==> config.mk <==
export PLATFORM = sky130hd
export DESIGN_NAME = pc_gen_unit_flat
export DESIGN_NICKNAME = d
export VERILOG_FILES = /design/src/rtl/pc_gen_unit_if.sv /design/src/rtl/pc_gen_unit.sv /design/src/flat_wrapper.sv
export SDC_FILE = /design/constraint.sdc
export NUM_CORES = 1
export LEC_CHECK = 0
export BUFFER_PORTS_ARGS = -buffer_cell sky130_fd_sc_hd__buf_4
export CAP_MARGIN = 20
export CORE_MARGIN = 1
export CORE_UTILIZATION = 40
export CTS_CLUSTER_SIZE = 16
export DETAILED_ROUTE_END_ITERATION = 8
export PLACE_DENSITY = 0.65
export SLEW_MARGIN = 20
export SYNTH_ARGS = -nofsm -noshare
export SYNTH_HDL_FRONTEND = slang
export SYNTH_SLANG_ARGS = --single-unit
==> constraint.sdc <==
create_clock -name clk -period 3 [get_ports clk]
set_clock_uncertainty 0.2 [all_clocks]
set_input_delay 0.15 -clock clk [delete_from_list [all_inputs] [get_ports clk]]
set_output_delay 0.15 -clock clk [all_outputs]
set_load 0.01 [all_outputs]
==> src/rtl/pc_gen_unit_if.sv <==
// pc_gen_unit_if: the control inputs and PC/trap/RAS status outputs of pc_gen_unit.
interface pc_gen_unit_if #(
    parameter int unsigned XLEN = 32
);
    logic            load;
    logic [1:0]      pc_sel;
    logic [XLEN-1:0] imm_ext;
    logic [XLEN-1:0] rs1_val;
    logic            is_call;
    logic            is_ret;
    logic [XLEN-1:0] program_counter;
    logic [XLEN-1:0] pc_plus4;
    logic            trap_pulse;
    logic [XLEN-1:0] bad_addr;
    logic [4:0]      ras_count;

    // Sequencing logic drives the controls and observes the PC.
    modport master (
        output load, pc_sel, imm_ext, rs1_val, is_call, is_ret,
        input  program_counter, pc_plus4, trap_pulse, bad_addr, ras_count
    );

    // The PC generator consumes the controls and produces the PC.
    modport slave (
        input  load, pc_sel, imm_ext, rs1_val, is_call, is_ret,
        output program_counter, pc_plus4, trap_pulse, bad_addr, ras_count
    );
endinterface

==> src/rtl/pc_gen_unit.sv <==
// pc_gen_unit: program counter generator with misaligned-target trap handling
// and an optional return-address stack, enabled by defining PC_GEN_RAS_EN.
module pc_gen_unit #(
    parameter int unsigned     XLEN         = 32,
    parameter logic [XLEN-1:0] RESET_VECTOR = '0,
    parameter logic [XLEN-1:0] TRAP_VECTOR  = XLEN'(32'h0000_0100),
    parameter int unsigned     RAS_DEPTH    = 4
) (
    input logic         clk,
    input logic         areset,
    pc_gen_unit_if.slave bus
);
    typedef enum logic {RUN = 1'b0, TRAP = 1'b1} state_t;

    state_t          state;
    logic [XLEN-1:0] pc;
    logic [XLEN-1:0] bad_addr_q;
    logic [XLEN-1:0] pc_plus4_c;
    logic [XLEN-1:0] jr_sum_c;
    logic [XLEN-1:0] target_c;
    logic            misalign_c;
    logic            ras_pop_c;
    logic [XLEN-1:0] ras_top_c;
    logic [4:0]      ras_cnt;

    assign pc_plus4_c = pc + XLEN'(4);
    assign jr_sum_c   = bus.rs1_val + bus.imm_ext;

`ifdef PC_GEN_RAS_EN
    localparam int unsigned PTR_W = (RAS_DEPTH > 1) ? $clog2(RAS_DEPTH) : 1;

    // Circular stack: ras_sp is the next free slot, so a push when full
    // lands on the oldest entry.
    logic [XLEN-1:0]  ras_mem [RAS_DEPTH];
    logic [PTR_W-1:0] ras_sp;
    logic             ras_push_c;

    assign ras_top_c  = ras_mem[ras_sp - PTR_W'(1)];
    assign ras_push_c = bus.load && bus.is_call;
    assign ras_pop_c  = bus.load && bus.is_ret && (bus.pc_sel == 2'b10) && (ras_cnt != 5'd0);

    // Push/pop bookkeeping; call together with a valid return replaces the top.
    always_ff @(posedge clk or negedge areset) begin
        if (!areset) begin
            for (int unsigned i = 0; i < RAS_DEPTH; i++) begin
                ras_mem[i] <= '0;
            end
            ras_sp  <= '0;
            ras_cnt <= '0;
        end else if (ras_push_c && ras_pop_c) begin
            ras_mem[ras_sp - PTR_W'(1)] <= pc_plus4_c;
        end else if (ras_push_c) begin
            ras_mem[ras_sp] <= pc_plus4_c;
            ras_sp          <= ras_sp + PTR_W'(1);
            if (ras_cnt != 5'(RAS_DEPTH)) begin
                ras_cnt <= ras_cnt + 5'd1;
            end
        end else if (ras_pop_c) begin
            ras_sp  <= ras_sp - PTR_W'(1);
            ras_cnt <= ras_cnt - 5'd1;
        end
    end
`else
    logic unused_ras_c;

    assign unused_ras_c = ^{bus.is_call, bus.is_ret};
    assign ras_pop_c    = 1'b0;
    assign ras_top_c    = '0;
    assign ras_cnt      = '0;
`endif

    // Next-PC source selection and alignment check.
    always_comb begin
        target_c = pc_plus4_c;
        unique case (bus.pc_sel)
            2'b00: target_c = pc_plus4_c;
            2'b01: target_c = pc + bus.imm_ext;
            2'b10: target_c = (ras_pop_c ? ras_top_c : jr_sum_c) & ~XLEN'(1);
            2'b11: target_c = TRAP_VECTOR;
            default: target_c = pc_plus4_c;
        endcase
        misalign_c = (bus.pc_sel != 2'b11) && (target_c[1:0] != 2'b00);
    end

    // PC register and RUN/TRAP state; TRAP lasts one cycle unless re-entered.
    always_ff @(posedge clk or negedge areset) begin
        if (!areset) begin
            pc         <= RESET_VECTOR;
            bad_addr_q <= '0;
            state      <= RUN;
        end else begin
            state <= RUN;
            if (bus.load) begin
                if (misalign_c) begin
                    pc         <= TRAP_VECTOR;
                    bad_addr_q <= target_c;
                    state      <= TRAP;
                end else begin
                    pc <= target_c;
                end
            end
        end
    end

    assign bus.program_counter = pc;
    assign bus.pc_plus4        = pc_plus4_c;
    assign bus.trap_pulse      = (state == TRAP);
    assign bus.bad_addr        = bad_addr_q;
    assign bus.ras_count       = ras_cnt;
endmodule

==> src/flat_wrapper.sv <==
// flat-port wrapper written by rule: the top's interface ports become plain ports
module pc_gen_unit_flat 
#(
    parameter int unsigned     XLEN         = 32,
    parameter logic [XLEN-1:0] RESET_VECTOR = '0,
    parameter logic [XLEN-1:0] TRAP_VECTOR  = XLEN'(32'h0000_0100),
    parameter int unsigned     RAS_DEPTH    = 4
)
  (clk, areset, bus_load, bus_pc_sel, bus_imm_ext, bus_rs1_val, bus_is_call, bus_is_ret, bus_program_counter, bus_pc_plus4, bus_trap_pulse, bus_bad_addr, bus_ras_count);
  pc_gen_unit_if #(.XLEN(XLEN)) bus_i ();
  input logic clk;
  input logic areset;
  input wire logic [$bits(bus_i.load)-1:0] bus_load;
  input wire logic [$bits(bus_i.pc_sel)-1:0] bus_pc_sel;
  input wire logic [$bits(bus_i.imm_ext)-1:0] bus_imm_ext;
  input wire logic [$bits(bus_i.rs1_val)-1:0] bus_rs1_val;
  input wire logic [$bits(bus_i.is_call)-1:0] bus_is_call;
  input wire logic [$bits(bus_i.is_ret)-1:0] bus_is_ret;
  output wire logic [$bits(bus_i.program_counter)-1:0] bus_program_counter;
  output wire logic [$bits(bus_i.pc_plus4)-1:0] bus_pc_plus4;
  output wire logic [$bits(bus_i.trap_pulse)-1:0] bus_trap_pulse;
  output wire logic [$bits(bus_i.bad_addr)-1:0] bus_bad_addr;
  output wire logic [$bits(bus_i.ras_count)-1:0] bus_ras_count;
  assign bus_i.load = bus_load;
  assign bus_i.pc_sel = bus_pc_sel;
  assign bus_i.imm_ext = bus_imm_ext;
  assign bus_i.rs1_val = bus_rs1_val;
  assign bus_i.is_call = bus_is_call;
  assign bus_i.is_ret = bus_is_ret;
  assign bus_program_counter = bus_i.program_counter;
  assign bus_pc_plus4 = bus_i.pc_plus4;
  assign bus_trap_pulse = bus_i.trap_pulse;
  assign bus_bad_addr = bus_i.bad_addr;
  assign bus_ras_count = bus_i.ras_count;
  pc_gen_unit #(.XLEN(XLEN), .RESET_VECTOR(RESET_VECTOR), .TRAP_VECTOR(TRAP_VECTOR), .RAS_DEPTH(RAS_DEPTH)) u_core (.clk(clk), .areset(areset), .bus(bus_i));
endmodule
==> results of run 1 <==
-- state kept, by name, summed over array words and instances (netlist names) --
register	flops
u_core.bus.program_counter	32
u_core.bus.bad_addr	32
u_core.bus.trap_pulse	1
-- cell type report --
cell class	instances	area [µm²]
sequential	65	1630
fill	1640	7320
clock inverter	7	103
tap	220	275
multi-input combinational	745	5030
clock buffer	9	225
timing repair buffer	268	2030
inverter	41	154
-- cells in the final DEF (no fill, tap or decap), types with 26 or more instances in the layout --
cell and instances:
sky130_fd_sc_hd__ha_1 61, sky130_fd_sc_hd__xnor2_1 54, sky130_fd_sc_hd__nand2_1 111, sky130_fd_sc_hd__o21ai_0 45, sky130_fd_sc_hd__o21ai_1 26, sky130_fd_sc_hd__o22ai_1 27
sky130_fd_sc_hd__a21oi_1 70, sky130_fd_sc_hd__dfrtp_1 65, sky130_fd_sc_hd__buf_4 265, sky130_fd_sc_hd__nor2_1 67, sky130_fd_sc_hd__inv_1 40
-- per-layer routing --
| metal | vias up | GRT usage | part of all wire |
|---|---|---|---|
| li1 | 3726 | - | - |
| met1 | 3539 | 0.437 | 0.49 |
| met2 | 309 | 0.399 | 0.42 |
| met3 | 25 | 0.0472 | 0.083 |
| met4 | 0 | 0.0587 | 0.013 |
| met5 | - | 0 | 0 |
-- kinds of logic after synthesis --
family                     count (synthesis)  share of synthesized area
DFF                                       65                      0.235
xor gates and xnor gates                  80                      0.101
muxes                                      7                     0.0101
adders and majority gates                 64                      0.118
other                                      1                   0.000541
buffers and inverters                     95                     0.0594
and+or+nand+nor                          285                      0.192
AOI/OAI and AO/OA                        304                      0.284
-- repair_timing --
| action | in CTS | in global routing |
|---|---|---|
| hold buffers | 2 | 0 |
| setup endpoints to repair | 3 | 31 |
| gates resized for setup | 1 | 27 |
| setup buffers | 1 | 2 |
| cloned | 0 | 0 |
| pin swaps | 1 | 21 |
| hold endpoints to repair | 66 | 0 |
-- metrics by stage --
stage	power [mW]	area, µm²	hold WS, ps
final	5.06	9440	61.8
after global routing	5.37	9440	90.8
after CTS	5.00	9320	45.1
after detailed placement	3.82	8960	111
after global placement	3.79	8960	106
after floorplan	2.65	6940	-346
-- how the worst max path moves through the flow --
stage                                  start                             end  slack (ps)  depth (start not counted)
2_1_floorplan  u_core.bus.program_counter[0]  u_core.bus.program_counter[28]         170                         12
3_3_place_gp                 bus_rs1_val[12]  u_core.bus.program_counter[31]         -10                         13
3_5_place_dp                  bus_rs1_val[8]  u_core.bus.program_counter[26]         -50                         12
4_1_cts        u_core.bus.program_counter[0]  u_core.bus.program_counter[30]          20                         12
5_1_grt        u_core.bus.program_counter[0]  u_core.bus.program_counter[20]         -90                         13
6_report       u_core.bus.program_counter[0]  u_core.bus.program_counter[20]          70                         13
-- critical path, stage by stage, from the launching register on --
cell	delay, ps
sky130_fd_sc_hd__dfrtp_1	350
sky130_fd_sc_hd__ha_2	190
sky130_fd_sc_hd__inv_2	40
sky130_fd_sc_hd__fa_2	370
sky130_fd_sc_hd__nor2b_2	130
sky130_fd_sc_hd__o211ai_1	170
sky130_fd_sc_hd__a21boi_1	160
sky130_fd_sc_hd__nor2_1	80
sky130_fd_sc_hd__o31ai_2	240
sky130_fd_sc_hd__buf_4	180
sky130_fd_sc_hd__nand3_1	100
sky130_fd_sc_hd__mux2i_1	150
sky130_fd_sc_hd__a211oi_2	320
sky130_fd_sc_hd__o22ai_1	120
-- power groups by stage --
stage / combinational (mW) / clock [mW] / sequential [mW]
floorplan: 1.33 / 0 / 1.32
global placement: 2.56 / 0 / 1.24
detailed placement: 2.58 / 0 / 1.24
CTS: 2.60 / 1.18 / 1.22
global route: 2.90 / 1.22 / 1.25
finish: 2.67 / 1.16 / 1.23
==> results by stage, run 1 <==
Placement:
- Port buffering added 165 buffers.
- The worst slack after detailed placement is -50.0 ps.
- The final HPWL from detailed placement is 20.2 mm.
- The congestion estimate from routability-driven global placement came to 0.942.
- The placed cell count is 1334.

Logic synthesis:
- By count the netlist is led by sky130_fd_sc_hd__nand2_1, sky130_fd_sc_hd__a21oi_1, sky130_fd_sc_hd__nor2_1.
- The average size of a mapped cell is 7.69 µm².
- The mapped netlist covers 0.00693 mm².
- The proportion of register bits with asynchronous set or reset after synthesis is 1.00.
- Ranked by total cell area, the synthesized netlist is headed by sky130_fd_sc_hd__dfrtp_1, sky130_fd_sc_hd__ha_1, sky130_fd_sc_hd__xnor2_1.
- In this run, synthesis produced a sequential element count of 65.
- Synthesis handed over a netlist of 901 instances.
- The count of yosys warnings during synthesis is 0.
- Among all flip-flop cells after synthesis, the most frequent one is sky130_fd_sc_hd__dfrtp_1.
- The leading area contributor after synthesis is sky130_fd_sc_hd__dfrtp_1.
- The share of the synthesized area in the top cell type is 0.235.
- The count of distinct cell types in the synthesized netlist is 71.
- The most common cell in the synthesized netlist is sky130_fd_sc_hd__nand2_1.
- Of the synthesized area, sequential elements account for 0.235.
- Counting flops with a built-in enable in the synthesized netlist gives 0.

Timing:
- Setup violations remaining at the end of the flow were counted as 0.
- The count of pins over their slew limit is 0.
- Once routing completed, OpenROAD measured the worst setup slack at 70.9 ps.
- The final cycle utilization of the critical path is 0.976.
- The minimum clock period is 2930 ps.
- The total count of hold-check failures in the final report is 0.
- The slew of the pin with the lowest slew margin is 852 ps.
- The worst pin sits at a relative slew slack of 0.432.
- The upper clock frequency limit is 341 MHz.
- The accumulated negative setup slack is 0 ps.
- Setup repair after global routing could not meet its margin everywhere.

Hold path:
- The hold path depth is 2.
- The start point of the worst hold path is bus_load.
- The path class of the tightest hold or removal check is primary input to register.
- The hold-critical path endpoint is u_core.bus.program_counter[1].

Detailed routing:
- The first detailed-routing pass took 5 iterations.
- The final antenna-violating net count is 0.
- The routed length per placed instance is 18.4 µm.
- The via-per-instance ratio is 5.61.
- The routed design has 24.9 mm of wire.
- In this run, the number of DRC markers left after iteration 0 of detailed routing was 744.
- The number of design rule violations left after detail routing is 0.
- Summing over every cut layer, the via total after detailed routing is 7599.

Pwr:
- For this design the total switching power over the nets is 2.05 mW.
- Cell internal power was estimated by the tool at 3.01 mW.
- In this run the power density over the cells is 536 mW/mm².
- The clock network fraction of total power is 0.229.
- The maximum ir drop on the vdd rail is 448 µV.
- The leakage power is 4.46 nW.
- The net switching fraction of the power is 0.405.
- Of the total power, combinational logic draws 0.528.
- The share of total power dissipated in sequential elements is 0.243.

Clocking:
- Clock latency on the worst-skew pair, taken at its later pin, is 340 ps.
- Clock tree synthesis inserted a total of 9 buffers.
- The TritonCTS clock tree is yes.
- The clock tree root driver cell is sky130_fd_sc_hd__clkbuf_16.
- After clock tree synthesis, the clock-pin slew on the worst setup and hold paths is 70 ps.
- The worst-case clock buffer depth is 2.
- The CTS sink count is 65.
- The count of H-tree levels built during CTS is 3.

Global route:
- The remaining global-route overflow is 0.
- The initial antenna violation count was 0.
- The pin count of the biggest net entering global routing is 66.
- For this run, the total global-route usage over all layers was measured as 0.281.
- The wire length of the first global-routing pass is 38.8 mm.
- The number of global-route vias before repair is 6936.

Setup path:
- The worst reg-to-reg path cell count is 13.
- The arrival time of the worst setup path is 2930 ps.
- The reg-to-reg setup timing slack is 70 ps.
- For the worst setup path, the data required time is 3000 ps.
- Along the worst path, the maximum fanout reaches 4.
- The startpoint kind of the worst setup timing path is a register.
- The critical path in this run is classified as register to register.
- The worst setup path is captured at a register.
- The reg-to-reg critical path startpoint is u_core.bus.program_counter[0].
- The endpoint of the lowest-slack register-to-register path is u_core.bus.program_counter[20].

Floorplan:
- The initial utilization of the core area, before any placement, comes to 0.413.
- In this run the horizontal extent of the chip is 134 µm.
- The die footprint is 0.0178 mm².
- The placeable core region is 0.0168 mm².
- The number of standard-cell rows in the floorplan is 47.
- The top-level port count is 173.
- The vertical extent of the die is 134 µm.

Layout:
- The number of nets in the finished design is 1265.
- The count of inserted antenna diode cells is 0.
- Relative to the synthesized area, the layout overhead comes to 36.3%.
- The layout cell share with drive strength beyond 1 is 0.291.
- For this run, the share of the core covered by cells in the final layout is 0.563.
- The non-filler instance count after layout is 1355.

Outcome:
- The flow ran to the end, and the final reports show no timing, DRC or antenna violations.

Flow run:
- The count of maximum capacitance violations is 0.
No activity file was read; power rests on OpenSTA's default activity.
==> inputs of run 2 (changes only) <==
--- a/config.mk
+++ b/config.mk
@@ -8,10 +8,9 @@
 export BUFFER_PORTS_ARGS = -buffer_cell sky130_fd_sc_hd__buf_4
 export CAP_MARGIN = 20
 export CORE_MARGIN = 1
-export CORE_UTILIZATION = 40
+export CORE_UTILIZATION = 35
 export CTS_CLUSTER_SIZE = 16
 export DETAILED_ROUTE_END_ITERATION = 8
-export PLACE_DENSITY = 0.65
 export SLEW_MARGIN = 20
 export SYNTH_ARGS = -nofsm -noshare
 export SYNTH_HDL_FRONTEND = slang
==> run 2 against run 1 <==
Maximum frequency fell by 0.87%. Highest routed layer unchanged. Largest power group unchanged. Count of clock-buffer cells in the layout stayed put. Non-clock buffer count increased by 10. Critical path type unchanged. Via count barely moved.
==> results by stage, run 2 (same netlist as run 1, synthesis figures left out) <==
Timing:
- The setup slack of the critical path after layout is 45.3 ps (was 70.9 ps).
- The accumulated negative setup slack is 0 ps (unchanged).
- The slew of the pin with the lowest slew margin is 840 ps (was 852 ps).
- Unrepaired setup endpoints after global routing: true (unchanged).
- The relative slew slack is 0.440 (was 0.432).
- The setup violation total in the final timing report was 0 (unchanged).
- The minimum clock period came to 2950 ps (was 2930 ps).
- The final cycle utilization of the critical path is 0.985 (was 0.976).
- The total count of hold-check failures in the final report is 0 (unchanged).
- The upper clock frequency limit is 338 MHz (was 341 MHz).
- The count of pins over their slew limit was 0 (unchanged).

Flow run:
- The count of maximum capacitance violations is 0 (unchanged).

Global route:
- The initial antenna violation count came to 0 (unchanged).
- The remaining global-route overflow is 0 (unchanged).
- The wire length of the first global-routing pass was 39.2 mm (was 38.8 mm).
- The total global-route track usage came to 0.252 (was 0.281).
- The number of global-route vias before repair is 6981 (was 6936).
- The pin count of the biggest net entering global routing is 66 (unchanged).

Setup path:
- The delay of the slowest cell on the worst path was 370 ps (about the same).
- The slowest stage cell on the critical path was sky130_fd_sc_hd__fa_2 (unchanged).
- The reg-to-reg setup timing slack came to 50 ps (was 70 ps).
- Ordered list of cells on the worst path: ha_2, inv_2, fa_2, nor2b_2, o211ai_1, a21boi_1, nor2_2, o31ai_2, buf_4, nand3_2, mux2i_2, a211oi_2, buf_4, o22ai_2 (was ha_2, inv_2, fa_2, nor2b_2, o211ai_1, a21boi_1, nor2_1, o31ai_2, buf_4, nand3_1, mux2i_1, a211oi_2, o22ai_1).
- The arrival time of the worst setup path is 2960 ps (was 2930 ps).
- The required time of the critical path came to 3000 ps (about the same).
- The startpoint kind of the worst setup timing path was a register (unchanged).
- The kind of cell adding the most delay to the critical path is compound AO/OA/AOI/OAI gates (unchanged).
- The biggest fanout along the worst timing path is 3 (was 4).
- The dominant cell type by count on the critical path is sky130_fd_sc_hd__buf_4.
- The number of buffer and inverter stages on the critical path came to 3 (was 2).
- The kind of end point of the critical path is a register (unchanged).
- The kind of critical path is register to register (unchanged).

Placement:
- The worst slack after detailed placement is -59.7 ps (was -50.0 ps).
- The final HPWL from detailed placement is 20.9 mm (was 20.2 mm).
- The final weighted congestion of routability-driven global placement is 0.927 (was 0.942).
- The post-place instance area is 0.00910 mm² (was 0.00896 mm²).
- The count of input and output buffers is 165 (unchanged).

Detailed routing:
- The detailed-route via count came to 7594 (was 7599).
- The final antenna-violating net count came to 0 (unchanged).
- The routed length per placed instance is 18.1 µm (was 18.4 µm).
- The via-per-instance ratio is 5.39 (was 5.61).
- The number of detailed-route iterations in the first pass is 8 (was 5).
- The total wire length is 25.5 mm (was 24.9 mm).
- The number of design rule violations left after detail routing is 0 (unchanged).
- The DRC violation total after the first TritonRoute iteration was 527 (was 744).

Clocking:
- The clock edge transition at the registers on the reported setup and hold paths is 60 ps (was 70 ps).
- The worst-case clock buffer depth came to 2 (unchanged).
- The total clock buffers created by CTS was 9 (unchanged).
- The clock tree root driver cell is sky130_fd_sc_hd__clkbuf_16 (unchanged).
- The clock insertion delay at the later pin of the skew report is 330 ps (was 340 ps).
- The count of H-tree levels built during CTS was 3 (unchanged).
- The TritonCTS clock tree is yes (unchanged).
- The CTS sink count came to 65 (unchanged).

Floorplan:
- The vertical extent of the die came to 143 µm (was 134 µm).
- The die footprint is 0.0204 mm² (was 0.0178 mm²).
- The top-level port count was 173 (unchanged).
- The number of standard-cell rows in the floorplan is 51 (was 47).
- The initial core utilization came to 0.356 (was 0.413).
- The width of the chip is 143 µm (was 134 µm).
- The placeable core region is 0.0195 mm² (was 0.0168 mm²).

Layout:
- The number of nets in the finished design is 1275 (was 1265).
- The most common cell after layout, fill and taps aside is sky130_fd_sc_hd__buf_4 (unchanged).
- The count of inserted antenna diode cells is 0 (unchanged).
- The final standard cell utilization of the core is 0.496 (was 0.563).
- The design area is 0.00965 mm² (was 0.00944 mm²).
- The layout cell share with drive strength beyond 1 is 0.311 (was 0.291).
- Most frequent cells in the layout: sky130_fd_sc_hd__buf_4, sky130_fd_sc_hd__nand2_1, sky130_fd_sc_hd__a21oi_1, sky130_fd_sc_hd__nor2_1, sky130_fd_sc_hd__dfrtp_1 (unchanged).
- The layout overhead on the synthesized area is 39.3% (was 36.3%).

Hold path:
- The worst min-delay path category is primary input to register (unchanged).

Outcome:
- Run status: finished, final reports clean (unchanged).

Pwr:
- The maximum ir drop on the vdd rail is 246 µV (was 448 µV).
- The cell area power density was 523 mW/mm² (was 536 mW/mm²).
- The leakage power was 4.52 nW (was 4.46 nW).
-- run 2: path summary, 6_finish.rpt --
kind | start | to | cells past startpoint
hold / removal | bus_load | u_core.bus.program_counter[1] | 2
min in group asynchronous | areset | u_core.bus.bad_addr[2] | 2
max in group asynchronous | areset | u_core.bus.program_counter[21] | 2
hold reg to reg | u_core.bus.bad_addr[1] | u_core.bus.bad_addr[1] | 2
setup reg to reg | u_core.bus.program_counter[0] | u_core.bus.program_counter[20] | 14
setup / recovery | u_core.bus.program_counter[0] | u_core.bus.program_counter[20] | 14
-- run 2: what timing repair did --
item	in CTS	in global routing
buffers inserted	0	4
gates resized for setup	4	43
cloned	0	0
hold buffers	1	0
hold endpoints to repair	65	0
pin swaps	1	25
setup endpoints to repair	7	32
-- run 2: final cells by class --
cell class | instances | area (µm²)
fillers | 1939 | 9810
multi-input cells | 745 | 5120
repair buffers | 278 | 2120
flip-flops and latches | 65 | 1630
well taps | 265 | 332
clock buffers | 9 | 225
inverters | 41 | 154
clock inverters | 7 | 70.1
-- run 2: routing by layer --
layer,GRT usage,part of all wire
met2,0.374,0.43
met5,0,0
met4,0.0464,0.011
met1,0.387,0.49
met3,0.0322,0.076
-- run 2: power breakdown --
part	switching, mW	internal [mW]	leakage [nW]
clock network	0.405	0.642	0.146
logic	1.50	1.27	3.53
registers	0.170	1.06	0.839
-- run 2: stage by stage --
stage                     total power [mW]  std cells  hold slack, ps
after floorplan                       2.65        905            -346
after global placement                3.85       1390             109
after detailed placement              3.86       1390             110
after CTS                             4.93       1407            52.0
after global routing                  5.35       1410            93.0
final                                 5.04       1410            70.9
==> inputs of run 3 (changes only) <==
--- a/config.mk
+++ b/config.mk
@@ -11,6 +11,7 @@
 export CORE_UTILIZATION = 35
 export CTS_CLUSTER_SIZE = 16
 export DETAILED_ROUTE_END_ITERATION = 8
+export PLACE_DENSITY_LB_ADDON = 0.1
 export SLEW_MARGIN = 20
 export SYNTH_ARGS = -nofsm -noshare
 export SYNTH_HDL_FRONTEND = slang
==> run 3 against run 2 <==
Via count shrank 0.21%. Critical path depth is 2 lower. Total power increased by 1.6%. Combinational power about the same. Highest routed layer unchanged. Design area fell by 0.44%.
==> results by stage, run 3 (same netlist as run 1, synthesis figures left out) <==
Setup path:
- The kind of end point of the critical path is a register (unchanged).
- The delay of the slowest cell on the worst path is 410 ps (was 370 ps).
- The slowest stage cell on the critical path is sky130_fd_sc_hd__dfrtp_1 (was sky130_fd_sc_hd__fa_2).
- Ordered list of cells on the worst path: ha_4, buf_4, nor2b_2, o211ai_1, a31oi_2, a21oi_2, buf_4, o21bai_1, xnor2_1, a211oi_2, a21oi_2, a21oi_1 (was ha_2, inv_2, fa_2, nor2b_2, o211ai_1, a21boi_1, nor2_2, o31ai_2, buf_4, nand3_2, mux2i_2, a211oi_2, buf_4, o22ai_2).
- The reg-to-reg critical path startpoint is u_core.bus.program_counter[2] (was u_core.bus.program_counter[0]).
- The arrival time of the worst setup path is 2900 ps (was 2960 ps).
- The startpoint kind of the worst setup timing path is a register (unchanged).
- The biggest fanout along the worst timing path is 3 (unchanged).
- The endpoint of the lowest-slack register-to-register path is u_core.bus.program_counter[18] (was u_core.bus.program_counter[20]).
- The timing startpoint of the critical path was u_core.bus.program_counter[2] (was u_core.bus.program_counter[0]).
- The reg-to-reg setup timing slack was 100 ps (was 50 ps).
- The worst reg-to-reg path cell count is 12 (was 14).
- The capture point of the critical path is u_core.bus.program_counter[18] (was u_core.bus.program_counter[20]).
- The kind of critical path is register to register (unchanged).
- The required time of the critical path is 3000 ps (about the same).

Layout:
- The layout cell share with drive strength beyond 1 came to 0.304 (was 0.311).
- The non-filler instance count after layout is 1408 (was 1410).
- Most frequent cells in the layout: sky130_fd_sc_hd__buf_4, sky130_fd_sc_hd__nand2_1, sky130_fd_sc_hd__a21oi_1, sky130_fd_sc_hd__nor2_1, sky130_fd_sc_hd__dfrtp_1 (unchanged).
- The design area is 0.00961 mm² (was 0.00965 mm²).
- The layout overhead on the synthesized area is 38.7% (was 39.3%).
- The number of nets in the finished design came to 1273 (was 1275).
- The count of inserted antenna diode cells is 0 (unchanged).
- The most common cell after layout, fill and taps aside is sky130_fd_sc_hd__buf_4 (unchanged).

Timing:
- The slew of the pin with the lowest slew margin is 857 ps (was 840 ps).
- The final cycle utilization of the critical path was 0.967 (was 0.985).
- The upper clock frequency limit is 345 MHz (was 338 MHz).
- The total count of hold-check failures in the final report is 0 (unchanged).
- Unrepaired setup endpoints after global routing: true (unchanged).
- The count of pins over their slew limit was 0 (unchanged).
- The relative slew slack was 0.429 (was 0.440).
- The setup violation total in the final timing report was 0 (unchanged).
- The minimum clock period was 2900 ps (was 2950 ps).

Placement:
- The count of input and output buffers came to 165 (unchanged).
- The post-place instance area is 0.00910 mm² (unchanged).
- The final HPWL from detailed placement is 21.0 mm (was 20.9 mm).
- The placed cell count is 1390 (unchanged).
- The final weighted congestion of routability-driven global placement is 0.914 (was 0.927).

Global route:
- The initial antenna violation count is 0 (unchanged).
- The wire length of the first global-routing pass came to 39.4 mm (was 39.2 mm).
- The pin count of the biggest net entering global routing is 66 (unchanged).
- The total global-route track usage is 0.255 (was 0.252).
- The remaining global-route overflow is 0 (unchanged).
- The number of global-route vias before repair was 6966 (was 6981).

Clocking:
- The worst-case clock buffer depth is 2 (unchanged).
- The clock tree root driver cell is sky130_fd_sc_hd__clkbuf_16 (unchanged).
- The total clock buffers created by CTS is 9 (unchanged).
- The CTS sink count is 65 (unchanged).
- The clock insertion delay at the later pin of the skew report is 330 ps (about the same).
- The count of H-tree levels built during CTS is 3 (unchanged).
- The TritonCTS clock tree is yes (unchanged).
- The clock edge transition at the registers on the reported setup and hold paths is 70 ps (was 60 ps).

Outcome:
- Run status: finished, final reports clean (unchanged).

Pwr:
- The maximum ir drop on the vdd rail is 282 µV (was 246 µV).
- The cell area power density is 533 mW/mm² (was 523 mW/mm²).
- The leakage power came to 4.49 nW (was 4.52 nW).

Detailed routing:
- The number of design rule violations left after detail routing is 0 (unchanged).
- The total wire length is 26.0 mm (was 25.5 mm).
- The routed length per placed instance is 18.5 µm (was 18.1 µm).
- The DRC violation total after the first TritonRoute iteration is 476 (was 527).
- The via-per-instance ratio is 5.38 (was 5.39).
- The detailed-route via count is 7578 (was 7594).
- The number of detailed-route iterations in the first pass is 5 (was 8).
- The final antenna-violating net count is 0 (unchanged).

Floorplan:
- The vertical extent of the die is 143 µm (unchanged).
- The die footprint is 0.0204 mm² (unchanged).
- The initial core utilization was 0.356 (unchanged).
- The placeable core region is 0.0195 mm² (unchanged).
- The top-level port count is 173 (unchanged).
- The number of standard-cell rows in the floorplan is 51 (unchanged).
- The width of the chip is 143 µm (unchanged).

Hold path:
- The worst min-delay path category was primary input to register (unchanged).
- The hold path depth was 3 (was 2).

Flow run:
- The count of maximum capacitance violations is 0 (unchanged).
[run 3: cell count changes in the layout (fill, tap and decap cells not counted), moves of 2 or more]
cell / delta
sky130_fd_sc_hd__o22ai_2: -2
sky130_fd_sc_hd__a211oi_1: +2
sky130_fd_sc_hd__a21oi_2: +2
sky130_fd_sc_hd__a211oi_2: -2
sky130_fd_sc_hd__clkinv_2: -2
sky130_fd_sc_hd__o21ai_0: +2
sky130_fd_sc_hd__o22ai_1: +2
[run 3: through the flow]
step           total power [mW]  TNS [ps]  setup WS, ps  hold slack [ps]  utilization
2_1_floorplan              2.65         0           170             -346            -
3_3_place_gp               3.86     -47.5         -31.1              120        0.467
3_5_place_dp               3.87      -109         -49.8              119        0.467
4_1_cts                    5.08         0          3.14             69.2        0.485
5_1_grt                    5.45      -337          -128             80.7        0.494
6_report                   5.13         0          98.9             76.6        0.494
[run 3: worst min-delay path by stage]
stage,startpoint,endpoint,slack (ps)
after floorplan,areset,u_core.bus.bad_addr[0],-350
after global placement,areset,u_core.bus.bad_addr[6],120
after detailed placement,areset,u_core.bus.bad_addr[6],120
after CTS,bus_load,u_core.bus.program_counter[1],70
after global routing,bus_load,u_core.bus.program_counter[1],80
final,bus_load,u_core.bus.bad_addr[1],80
[run 3: worst max-delay path: cells and delay by family (launching register included)]
| kind | cells | cell delay [ps] |
|---|---|---|
| xor gates and xnor gates | 1 | 210 |
| AOI/OAI and AO/OA | 7 | 1260 |
| DFF | 1 | 410 |
| and+or+nand+nor | 1 | 150 |
| buffers and inverters | 2 | 300 |
| adders and majority gates | 1 | 250 |
[run 3: repair_timing]
| action | 4_1_cts | 5_1_grt |
|---|---|---|
| hold endpoints to repair | 65 | 0 |
| setup buffers | 1 | 1 |
| hold buffers | 1 | 0 |
| resized for setup | 1 | 36 |
| setup endpoints to repair | 1 | 38 |
| pin swaps | 1 | 19 |
[run 3: final cells by class]
| class | count | area [µm²] |
|---|---|---|
| flip-flops and latches | 65 | 1630 |
| fillers | 1988 | 9850 |
| inverters | 41 | 154 |
| repair buffers | 276 | 2090 |
| multi-input cells | 745 | 5080 |
| clock buffers | 10 | 239 |
| well taps | 265 | 332 |
| clock inverters | 6 | 90.1 |
[run 3: power by group]
part | total [mW] | internal (mW) | switching (mW)
registers | 1.22 | 1.06 | 0.164
logic | 2.73 | 1.24 | 1.49
clock network | 1.18 | 0.753 | 0.422
total | 5.13 | 3.05 | 2.07
[run 3: metal layers]
metal | wire length, µm | GRT usage | vias to the layer above | part of all wire
li1 | - | - | 3751 | -
met1 | 13000 | 0.394 | 3539 | 0.50
met2 | 11000 | 0.380 | 272 | 0.42
met3 | 1720 | 0.0191 | 16 | 0.066
met4 | 255 | 0.0572 | 0 | 0.0098
met5 | 0 | 0 | - | 0
